## src/rtl/bp_common_pkg.sv

```systemverilog
// Shared types and sizing helpers for the test-top sequencer and its watchdogs.
// No datapath latency and no flow control: declarations only.
package bp_common_pkg;

    typedef enum logic [1:0] {e_hold, e_release, e_run, e_done} bp_test_seq_state_e;

    // Counter width that is never zero, even for a limit of 0 or 1.
    function automatic int safe_clog2(input int x);
        return (x <= 1) ? 1 : $clog2(x);
    endfunction

endpackage

```

## src/rtl/bp_nonsynth_watchdog.sv

```systemverilog
// Per-core stall watchdog: counts cycles without a kick, saturating at stall_cycles_p.
// fired_o is combinational from this cycle's kick/freeze, so it flags on the reaching cycle.
// No backpressure; a freeze holds the count and masks fired_o.
module bp_nonsynth_watchdog
    import bp_common_pkg::*;
#(
    parameter int stall_cycles_p = 4096
) (
    input  logic clk_i,
    input  logic reset_i,
    input  logic kick_i,
    input  logic freeze_i,
    output logic fired_o
);

    localparam int cnt_width_lp = safe_clog2(stall_cycles_p + 1);
    localparam logic [cnt_width_lp-1:0] stall_lp = cnt_width_lp'(stall_cycles_p);

    logic [cnt_width_lp-1:0] cnt_r;
    logic [cnt_width_lp-1:0] cnt_n;

    always_comb begin
        cnt_n = cnt_r;
        if (freeze_i) begin
            cnt_n = cnt_r;
        end else if (kick_i) begin
            cnt_n = '0;
        end else if (cnt_r != stall_lp) begin
            cnt_n = cnt_r + 1'b1;
        end
    end

    always_ff @(posedge clk_i or posedge reset_i) begin
        if (reset_i) begin
            cnt_r <= '0;
        end else begin
            cnt_r <= cnt_n;
        end
    end

    assign fired_o = ~freeze_i & (cnt_n == stall_lp);

endmodule

```

## src/rtl/bp_nonsynth_test_sequencer.sv

```systemverilog
// Multi-core bench sequencer: staggered per-core reset release, done/pass capture, watchdogs, sticky verdict.
// Verdict registers one edge after the deciding e_run cycle; reset release is registered per core.
// No backpressure: done strobes are single-cycle and only the first per core is taken.
module bp_nonsynth_test_sequencer
    import bp_common_pkg::*;
#(
    parameter int core_els_p          = 1,
    parameter int reset_hold_cycles_p = 16,
    parameter int stagger_cycles_p    = 4,
    parameter int stall_cycles_p      = 4096,
    parameter int timeout_cycles_p    = 1000000,
    parameter int stop_on_fail_p      = 1,
    localparam int core_id_width_lp   = safe_clog2(core_els_p)
) (
    input  logic                        clk_i,
    input  logic                        reset_i,
    output logic [core_els_p-1:0]       core_reset_o,
    input  logic [core_els_p-1:0]       commit_v_i,
    input  logic [core_els_p-1:0]       core_done_i,
    input  logic [core_els_p-1:0]       core_pass_i,
    output logic                        finish_o,
    output logic                        pass_o,
    output logic                        timeout_o,
    output logic [core_id_width_lp-1:0] fail_core_id_o,
    output logic [63:0]                 cycle_count_o
);

    localparam int hold_width_lp = safe_clog2(reset_hold_cycles_p + 1);
    localparam int stag_width_lp = safe_clog2(stagger_cycles_p + 1);

    bp_test_seq_state_e state_r, state_n;

    logic [hold_width_lp-1:0]    hold_cnt_r;
    logic [stag_width_lp-1:0]    stag_cnt_r;
    logic [core_id_width_lp-1:0] rel_idx_r;
    logic [core_els_p-1:0]       core_reset_r, core_reset_n;
    logic [core_els_p-1:0]       done_r, done_n, pass_r, pass_n, newly_done, fired;
    logic                        hold_done, rel_fire, rel_last, running, global_to;
    logic                        term, term_pass, term_to;
    logic [core_id_width_lp-1:0] term_id;

    function automatic logic [core_id_width_lp-1:0] lowest_set(input logic [core_els_p-1:0] v);
        logic [core_id_width_lp-1:0] r;
        r = '0;
        for (int i = core_els_p - 1; i >= 0; i--) begin
            if (v[i]) r = core_id_width_lp'(i);
        end
        return r;
    endfunction

    assign running   = (state_r == e_run);
    assign hold_done = (state_r == e_hold) && ((int'(hold_cnt_r) + 1) >= reset_hold_cycles_p);
    assign rel_fire  = hold_done
                     || ((state_r == e_release) && ((int'(stag_cnt_r) + 1) >= stagger_cycles_p));
    assign rel_last  = (stagger_cycles_p == 0) || (rel_idx_r == core_id_width_lp'(core_els_p - 1));
    assign global_to = (cycle_count_o >= 64'(timeout_cycles_p));

    // Done/pass latches see this cycle's strobes so termination can act on them immediately.
    assign done_n     = done_r | ({core_els_p{running}} & core_done_i & ~core_reset_r);
    assign newly_done = done_n & ~done_r;
    assign pass_n     = (pass_r & ~newly_done) | (core_pass_i & newly_done);

    always_comb begin
        core_reset_n = core_reset_r;
        if (rel_fire) begin
            if (stagger_cycles_p == 0) core_reset_n = '0;
            else                       core_reset_n[rel_idx_r] = 1'b0;
        end
    end

    for (genvar i = 0; i < core_els_p; i++) begin : g_wd
        bp_nonsynth_watchdog #(.stall_cycles_p(stall_cycles_p)) u_wd (
            .clk_i    (clk_i),
            .reset_i  (reset_i),
            .kick_i   (commit_v_i[i] | ~running),
            .freeze_i (done_n[i]),
            .fired_o  (fired[i])
        );
    end

    always_ff @(posedge clk_i or posedge reset_i) begin
        if (reset_i) state_r <= e_hold;
        else         state_r <= state_n;
    end

    always_comb begin
        state_n = state_r;
        case (state_r)
            e_hold:    if (hold_done) state_n = rel_last ? e_run : e_release;
            e_release: if (rel_fire && rel_last) state_n = e_run;
            e_run:     if (term) state_n = e_done;
            default:   state_n = e_done;
        endcase
    end

    // Termination precedence: completion, stop-on-fail, watchdog, global timeout.
    always_comb begin
        term      = 1'b0;
        term_pass = 1'b0;
        term_to   = 1'b0;
        term_id   = '0;
        if (running) begin
            if (&done_n) begin
                term      = 1'b1;
                term_pass = &pass_n;
                term_id   = lowest_set(~pass_n);
            end else if ((stop_on_fail_p != 0) && |(newly_done & ~pass_n)) begin
                term    = 1'b1;
                term_id = lowest_set(newly_done & ~pass_n);
            end else if (|fired) begin
                term    = 1'b1;
                term_to = 1'b1;
                term_id = lowest_set(fired);
            end else if (global_to) begin
                term    = 1'b1;
                term_to = 1'b1;
                term_id = lowest_set(~done_n);
            end
        end
    end

    always_ff @(posedge clk_i or posedge reset_i) begin
        if (reset_i) begin
            core_reset_r   <= '1;
            hold_cnt_r     <= '0;
            stag_cnt_r     <= '0;
            rel_idx_r      <= '0;
            done_r         <= '0;
            pass_r         <= '0;
            cycle_count_o  <= '0;
            finish_o       <= 1'b0;
            pass_o         <= 1'b0;
            timeout_o      <= 1'b0;
            fail_core_id_o <= '0;
        end else begin
            core_reset_r <= core_reset_n;
            done_r       <= done_n;
            pass_r       <= pass_n;
            if (state_r == e_hold) hold_cnt_r <= hold_cnt_r + 1'b1;
            if (rel_fire)                    stag_cnt_r <= '0;
            else if (state_r == e_release)   stag_cnt_r <= stag_cnt_r + 1'b1;
            if (rel_fire && !rel_last)       rel_idx_r  <= rel_idx_r + 1'b1;
            if (running && !(&cycle_count_o)) cycle_count_o <= cycle_count_o + 64'd1;
            if (term) begin
                finish_o       <= 1'b1;
                pass_o         <= term_pass;
                timeout_o      <= term_to;
                fail_core_id_o <= term_id;
            end
        end
    end

    assign core_reset_o = core_reset_r;

endmodule
```

## config.mk

```make
export PLATFORM = sky130hd
export DESIGN_NAME = bp_nonsynth_test_sequencer
export DESIGN_NICKNAME = d
export VERILOG_FILES = /design/src/rtl/bp_common_pkg.sv /design/src/rtl/bp_nonsynth_watchdog.sv /design/src/rtl/bp_nonsynth_test_sequencer.sv
export SDC_FILE = /design/constraint.sdc
export NUM_CORES = 1
export LEC_CHECK = 0
export BUFFER_PORTS_ARGS = -buffer_cell sky130_fd_sc_hd__buf_4
export CORE_ASPECT_RATIO = 1.25
export CORE_UTILIZATION = 30
export DETAILED_ROUTE_END_ITERATION = 10
export GPL_ROUTABILITY_DRIVEN = 1
export SLEW_MARGIN = 20
export SYNTH_ARGS = -nofsm -noshare
export SYNTH_HDL_FRONTEND = slang
export SYNTH_HIERARCHICAL = 1
export SYNTH_SLANG_ARGS = --single-unit
```

## constraint.sdc

```tcl
create_clock -name clk_i -period 3.1 [get_ports clk_i]
set_input_delay 0.31 -clock clk_i [delete_from_list [all_inputs] [get_ports clk_i]]
set_output_delay 0.31 -clock clk_i [all_outputs]
set_load 0.005 [all_outputs]
```

==> Yosys cells after proc, flatten, opt, wreduce, memory -nomap -nowiden <==
Index checks and enable logic that the tools add are counted.
{ "word_totals": {"input_bits": 5, "register_bits": 94, "out_inout_bits": 69, "word_cells": 83} }
{ "classes": {"reduce_logical": 12, "n_bitwise": 19, "n_eq_ne": 7, "order_cmp": 5, "n_mux": 21, "addsub": 7} }
{ "ops": {"columns": ["cell", "count"], "rows": [
  ["$add 64x1->64 const B", 1],
  ["$ge 64x20->1 const B", 1],
  ["$reduce_and 64->1", 1],
  ["$mux 13", 3],
  ["$add 13x1->13 const B", 1],
  ["$eq 13x13->1 const B", 1],
  ["$ne 13x13->1 const B", 1],
  ["$mux 1", 11],
  ["$and 1x1->1", 8],
  ["$mux 2", 4],
  ["$not 1->1", 8],
  ["$add 5x1->6 const B", 1],
  ["$ge 6x5->1 const B", 1],
  ["$logic_and 1x1->1", 6],
  ["$mux 3", 2],
  ["$pmux 2 s3", 1],
  ["$add 5x1->5 const B", 1],
  ["$add 3x1->4 const B", 1],
  ["$ge 4x3->1 const B", 1],
  ["$ne 2x1->1 const B", 2],
  ["$add 3x1->3 const B", 1],
  ["$or 1x1->1", 3],
  ["$reduce_and 3->1", 1],
  ["$eq 2x1->1 const B", 1],
  ["9 further kinds", 9]
]} }

==> Depth between registers and ports, before layout <==
{ "logic_depth": {"depth_word": 15, "mapped_depth": 17, "depth_no_buf": 14} }

==> By module <==
The synthesis kept the hierarchy.
{ "modules_own_cells": {"columns": ["module", "area_each_um2", "instances", "cells_per_inst", "seq_area_each_um2"], "rows": [
  ["bp_nonsynth_test_sequencer", 4165.2, 1, 399, 2028.2],
  ["bp_nonsynth_watchdog", 963.4, 1, 111, 325.3]
]} }

==> Worst setup path before layout <==
No wires, ideal clock.
{ "synth_timing": {"path_type": "register -> register", "from": "register state_r[0]", "to": "register finish_o", "arrival_time_ns": 3.036, "setup_slack_ns": -0.064, "required_time_ns": 2.973, "synth_period_minus_slack_ns": 3.164, "path_stages_with_launch": 16, "setup_ns": 0.127, "path_cell_list": "dfrtp_1 -> nand2b_1 -> buf_2 -> or2_2 -> buf_2 -> or2_1 -> clkbuf_1 -> or4_1 -> nand4bb_1 -> nor4b_2 -> nor4_1 -> nand4_1 -> nor3_1 -> o31a_1 -> a21oi_1 -> or2_2"} }
{ "synth_via": {"elab_cells_between_ends": 22} }
{ "synth_lines": {"columns": ["item", "line_no", "text"], "rows": [
  ["start: declaration", "bp_nonsynth_test_sequencer.sv:31", "bp_test_seq_state_e state_r, state_n;"],
  ["start signal: assignment", "bp_nonsynth_test_sequencer.sv:82", "if (reset_i) state_r <= e_hold;"],
  ["start signal: assignment", "bp_nonsynth_test_sequencer.sv:83", "else state_r <= state_n;"],
  ["$eq 2x2->1 *", "bp_nonsynth_test_sequencer.sv:51", "assign running = (state_r == e_run);"],
  ["$and 1x1->1 / $not 1->1 (equally long branches)", "bp_nonsynth_test_sequencer.sv:59, bp_nonsynth_test_sequencer.sv:75", null],
  ["$and 1x1->1 / $or 1x1->1 (equally long branches)", "bp_nonsynth_test_sequencer.sv:59, bp_nonsynth_test_sequencer.sv:75", null],
  ["$or 1x1->1 / $mux 13 (equally long branches)", "bp_nonsynth_test_sequencer.sv:59, bp_nonsynth_watchdog.sv:26", null],
  ["$mux 13", "bp_nonsynth_watchdog.sv:24", "if (freeze_i) begin"],
  ["$eq 13x13->1", "bp_nonsynth_watchdog.sv:41", "assign fired_o = ~freeze_i & (cnt_n == stall_lp);"],
  ["$and 1x1->1 *", "bp_nonsynth_watchdog.sv:41", null],
  ["named net fired", "bp_nonsynth_test_sequencer.sv:37", "logic [core_els_p-1:0] done_r, done_n, pass_r, pass_n, newly_done, fired;"],
  ["$mux 1 *", "bp_nonsynth_test_sequencer.sv:110", "end else if (|fired) begin"],
  ["$mux 1 *", "bp_nonsynth_test_sequencer.sv:107", "end else if ((stop_on_fail_p != 0) && |(newly_done & ~pass_n)) begin"],
  ["$mux 1 *", "bp_nonsynth_test_sequencer.sv:103", "if (&done_n) begin"],
  ["$mux 1 *", "bp_nonsynth_test_sequencer.sv:102", "if (running) begin"],
  ["end signal: assignment", "bp_nonsynth_test_sequencer.sv:131", "finish_o <= 1'b0;"],
  ["end signal: assignment", "bp_nonsynth_test_sequencer.sv:145", "finish_o <= 1'b1;"],
  ["end: declaration", "bp_nonsynth_test_sequencer.sv:21", "output logic finish_o,"]
]} }
The timed path passes the listed nets; every way through them passes the cells marked *.
A chain may end at the register's enable or synchronous reset.

==> Worst setup path after layout <==
{ "layout_timing": {"from": "register core_reset_r (netlist: core_reset_o)", "to": "register finish_o"} }
{ "layout_via": {"elab_cells_between_ends": 18} }
{ "layout_lines": {"columns": ["item", "line_no", "text"], "rows": [
  ["start: declaration", "bp_nonsynth_test_sequencer.sv:36", "logic [core_els_p-1:0] core_reset_r, core_reset_n;"],
  ["start signal: assignment", "bp_nonsynth_test_sequencer.sv:136", "core_reset_r <= core_reset_n;"],
  ["$not 1->1", "bp_nonsynth_test_sequencer.sv:59", "assign done_n = done_r | ({core_els_p{running}} & core_done_i & ~core_reset_r);"],
  ["$and 1x1->1", "bp_nonsynth_test_sequencer.sv:59", null],
  ["$or 1x1->1", "bp_nonsynth_test_sequencer.sv:59", null],
  ["named net done_n", "bp_nonsynth_test_sequencer.sv:37", null],
  ["$mux 13", "bp_nonsynth_watchdog.sv:24", null],
  ["named net g_wd[0].u_wd.cnt_n[6]", "bp_nonsynth_watchdog.sv:20", "logic [cnt_width_lp-1:0] cnt_n;"],
  ["$eq 13x13->1", "bp_nonsynth_watchdog.sv:41", null],
  ["$and 1x1->1", "bp_nonsynth_watchdog.sv:41", null],
  ["named net fired", "bp_nonsynth_test_sequencer.sv:37", null],
  ["$mux 1", "bp_nonsynth_test_sequencer.sv:110", null],
  ["$mux 1", "bp_nonsynth_test_sequencer.sv:107", null],
  ["$mux 1", "bp_nonsynth_test_sequencer.sv:103", null],
  ["$mux 1", "bp_nonsynth_test_sequencer.sv:102", null]
]} }
The timed path passes the listed nets, and every way through them passes these cells.

==> summary.md <==
| Metric | Value |
|---|---|
| Status | completed |
| Synth warn | 6 |
| Top_reg_cell synth | dfrtp_1 |
| Pwr Density | between 300 and 400 nW/µm² |
| Finished layout cell area | around 6200 µm² |
| Kind of start point of the critical path | register |
| Synthesis-to-finish area growth | 21.9% |
| Post-synth cell types | slightly below 70 |
| Total die area | ~18000 µm² |
| TritonRoute pass-1 iters | 5 |
| # nets final | 599 |
| Root Driver | clkbuf_16 |
| Pre-CTS setup slack | roughly 63 ps |
| Worst IR Drop VDD | 224 µV |
| Synthesized net count | approximately 520 |
| Slew @ Worst Pin | roughly 800 ps |
| Reg-to-Reg End | finish_o |
| Area contributors post-synth | dfrtp_1 (45%), xor2_1 (5.8%), xnor2_1 (5.6%), nor4_1 (3.4%), nand4_1 (3.3%) |
| Post-place instance area | between 5000 and 6000 µm² |
| Number of I/O pins | 74 |
| Mux cell area share after synthesis | 1.05% |
| Setup CP Type | reg2reg |
| Fin crit share | between 90 and 100% |
| Ys async rst share | 100% |
| Arrival @ worst endpoint | ~3200 ps |
| Cell taking the most area after synthesis | dfrtp_1 |
| Clock Pin Slew Worst Setup and Hold Paths | 70 ps |
| Final setup violation count | 0 |
| CP Data Required Time | between 3000 and 4000 ps |
| Overall via count from detail_route | 4216 |
| Number of diodes | 0 |
| R2R cell count | 13 |
| Post-CTS sizing | 0 |
| Starting Density | a little under a third |
| Routed length per instance | 15.7 µm |
| Vias in the first global route | slightly above 4000 |
| R2R Setup Slk | between 100 and 150 ps |
| Setup ws final | ~100 ps |
| Worst r2r src | core_reset_o |
| Crit-path cells | nor2b_1 -> a21o_1 -> or2_4 -> nor4b_2 -> a211o_1 -> nand4bb_1 -> nor4b_2 -> nor4_1 -> nand4_1 -> nor3_1 -> o31a_1 -> a21oi_1 -> or2_2 |
| Sink Count | 94 |
| Post-DP HPWL | slightly below 10 mm |
| Static leakage | between 2 and 3 nW |
| Synth Cell Area | 5130 µm² |
| Die width | roughly 120 µm |
| IO Port Bufs | between 70 and 80 |
| Share of the synthesized area in the top cell type | a little under half |
| Syn avg cell area | 10.1 µm² |
| Post-synth EDFFs | 0 |
| Synth top cells by count | dfrtp_1 (93), nand2_1 (43), xor2_1 (34) |
| Initial antenna violation count | 0 |
| Cell repeated most along the worst path | nor4b_2 |
| Share of layout cells above drive strength 1 | 23.3% |
| FMAX | about 0.33 GHz |
| Seq cells post-synth | between 90 and 100 |
| Vias/cell | slightly above 5 |
| Initial drt markers | about 200 |
| Core Region | roughly 17000 µm² |
| Max-slew violations | 0 |
| Synth Area in Adders | around 1.5% |
| Final Hold Vio Count | 0 |
| Register area share after synthesis | approximately 46% |
| Crit path capture type | register |
| Mapped Cells | 510 |
| First-pass GRT wire length | ~21 mm |
| Slew HR | between 40 and 50% |
| Max Cap Violations | 0 |
| Crit path max-delay cell type | dfstp_2 |
| Simple-Gate Fraction of Synth Area | 27.5% |
| Hold WC Path Type | in2async |
| # DRC | 0 |
| Fin cells | just over 800 |
| Most common cell in the netlist | dfrtp_1 |
| Clock skew | ~7.5 ps |
| Largest net degree at the start of global routing | 47 |
| Wirelength, routed | approximately 13 mm |
| TritonCTS clock tree | yes |
| CTS buffer count | 9 |
| Synth Area in Compound Gates | around 8.7% |
| Final TNS setup | 0 ps |
| Detail Route Antenna Nets | 0 |
| RD Place Congestion | about 0.8 |
| Worst-path maximum fanout | 6 |
| Largest family of logic cells by synthesized area | simple AND/OR/NAND/NOR gates |
| Fin crit period | between 2000 and 3000 ps |
| Tot Pwr | between 2 and 2.5 mW |
| Deepest clock path buffer count | 2 |
| H-tree depth | 3 |
| Crit path largest cell delay | 540 ps |
| Xor and xnor area share after synthesis | between 10% and 20% |
| Worst skew pair latency | 350 ps |
| Hold buffer count at CTS | 0 |
| Total global routing overflow | 0 |
| Row count | between 50 and 60 |
| GRT Overall Usage | about 15% |
| Post-CTS Setup Bufs | 0 |
| Die Ht | roughly 150 µm |
| Dpl cells | 797 |
==> worst max-delay path: cells and delay by family, from the launching register on <==
| family | cells | cell delay, ps |
|---|---|---|
| AO/OA/AOI/OAI | 4 | 760 |
| AND/OR/NAND/NOR | 9 | 1590 |
| flip-flops | 1 | 540 |
==> routing by layer <==
layer  routed length [µm]  vias up  GRT usage [%]
met5                    0        -              0
met2                 6230      108           25.4
met4                  284        0           7.15
met3                  569       15           2.57
met1                 5690     2078           18.9
li1                     -     2015              -
==> cells by family (layout without fill, tap and decap cells) <==
group,after synthesis,after routing
AOI/OAI and AO/OA,60,60
xor gates and xnor gates,67,67
adders and majority gates,6,6
buffers and inverters,42,125
DFF,94,94
muxes,5,5
other,1,1
and+or+nand+nor,235,235
==> state kept, by name, summed over array words and instances (netlist names) <==
| signal | cells |
|---|---|
| done_r | 1 |
| hold_cnt_r | 5 |
| finish_o | 1 |
| stag_cnt_r | 3 |
| cycle_count_o | 64 |
| state_r | 2 |
| rel_idx_r | 1 |
| pass_r | 1 |
| timeout_o | 1 |
| g_wd.u_wd/cnt_r | 13 |
| core_reset_o | 1 |
| pass_o | 1 |
==> how the worst max path moves through the flow <==
stage                             from        to  slack, ps
after global placement    core_reset_o  finish_o        140
after floorplan             state_r[0]  finish_o          7
after detailed placement    state_r[1]  finish_o         60
after CTS                   state_r[1]  finish_o         40
after global routing      core_reset_o  finish_o        -10
final                     core_reset_o  finish_o        100
==> cells in the final DEF (no fill, tap or decap), types with 4 or more instances in the layout <==
| cell type | count |
|---|---|
| nand2_1 | 43 |
| o21ai_0 | 15 |
| and3_1 | 5 |
| ha_1 | 6 |
| clkbuf_16 | 9 |
| nand4_1 | 27 |
| nor4_2 | 4 |
| nor2_1 | 30 |
| a21oi_1 | 8 |
| nand3_1 | 29 |
| buf_4 | 86 |
| nor4_1 | 28 |
| nor3_1 | 15 |
| and4_1 | 7 |
| xnor2_1 | 33 |
| dfrtp_1 | 91 |
| xor2_1 | 34 |
| nand2b_1 | 7 |
| nor2b_1 | 4 |
| a31oi_1 | 7 |
| inv_1 | 20 |
==> power breakdown <==
part	internal, mW	switching [mW]	leakage [nW]	total [mW]
Sequential	1.24	0.0149	1.28	1.26
Clock	0.570	0.491	0.139	1.06
Combinational	0.0436	0.0589	1.43	0.102
Total	1.86	0.565	2.86	2.42
==> layout make-up <==
type | count | area, µm²
fillers | 1689 | 10500
multi-input cells | 374 | 2590
flip-flops and latches | 94 | 2360
repair buffers | 87 | 666
well taps | 220 | 275
clock buffers | 10 | 239
inverters | 22 | 83.8
clock inverters | 6 | 43.8
==> through the flow <==
| stage | hold slack, ps | utilization [%] |
|---|---|---|
| after detailed placement | 406 | 35.5 |
| after CTS | 35.6 | 37.2 |
| after floorplan | 187 | - |
| after global placement | 405 | 35.5 |
| after global routing | 58.2 | 37.3 |
| final | 27.9 | 37.3 |
Note: power is estimated with default switching activity, not from simulation.
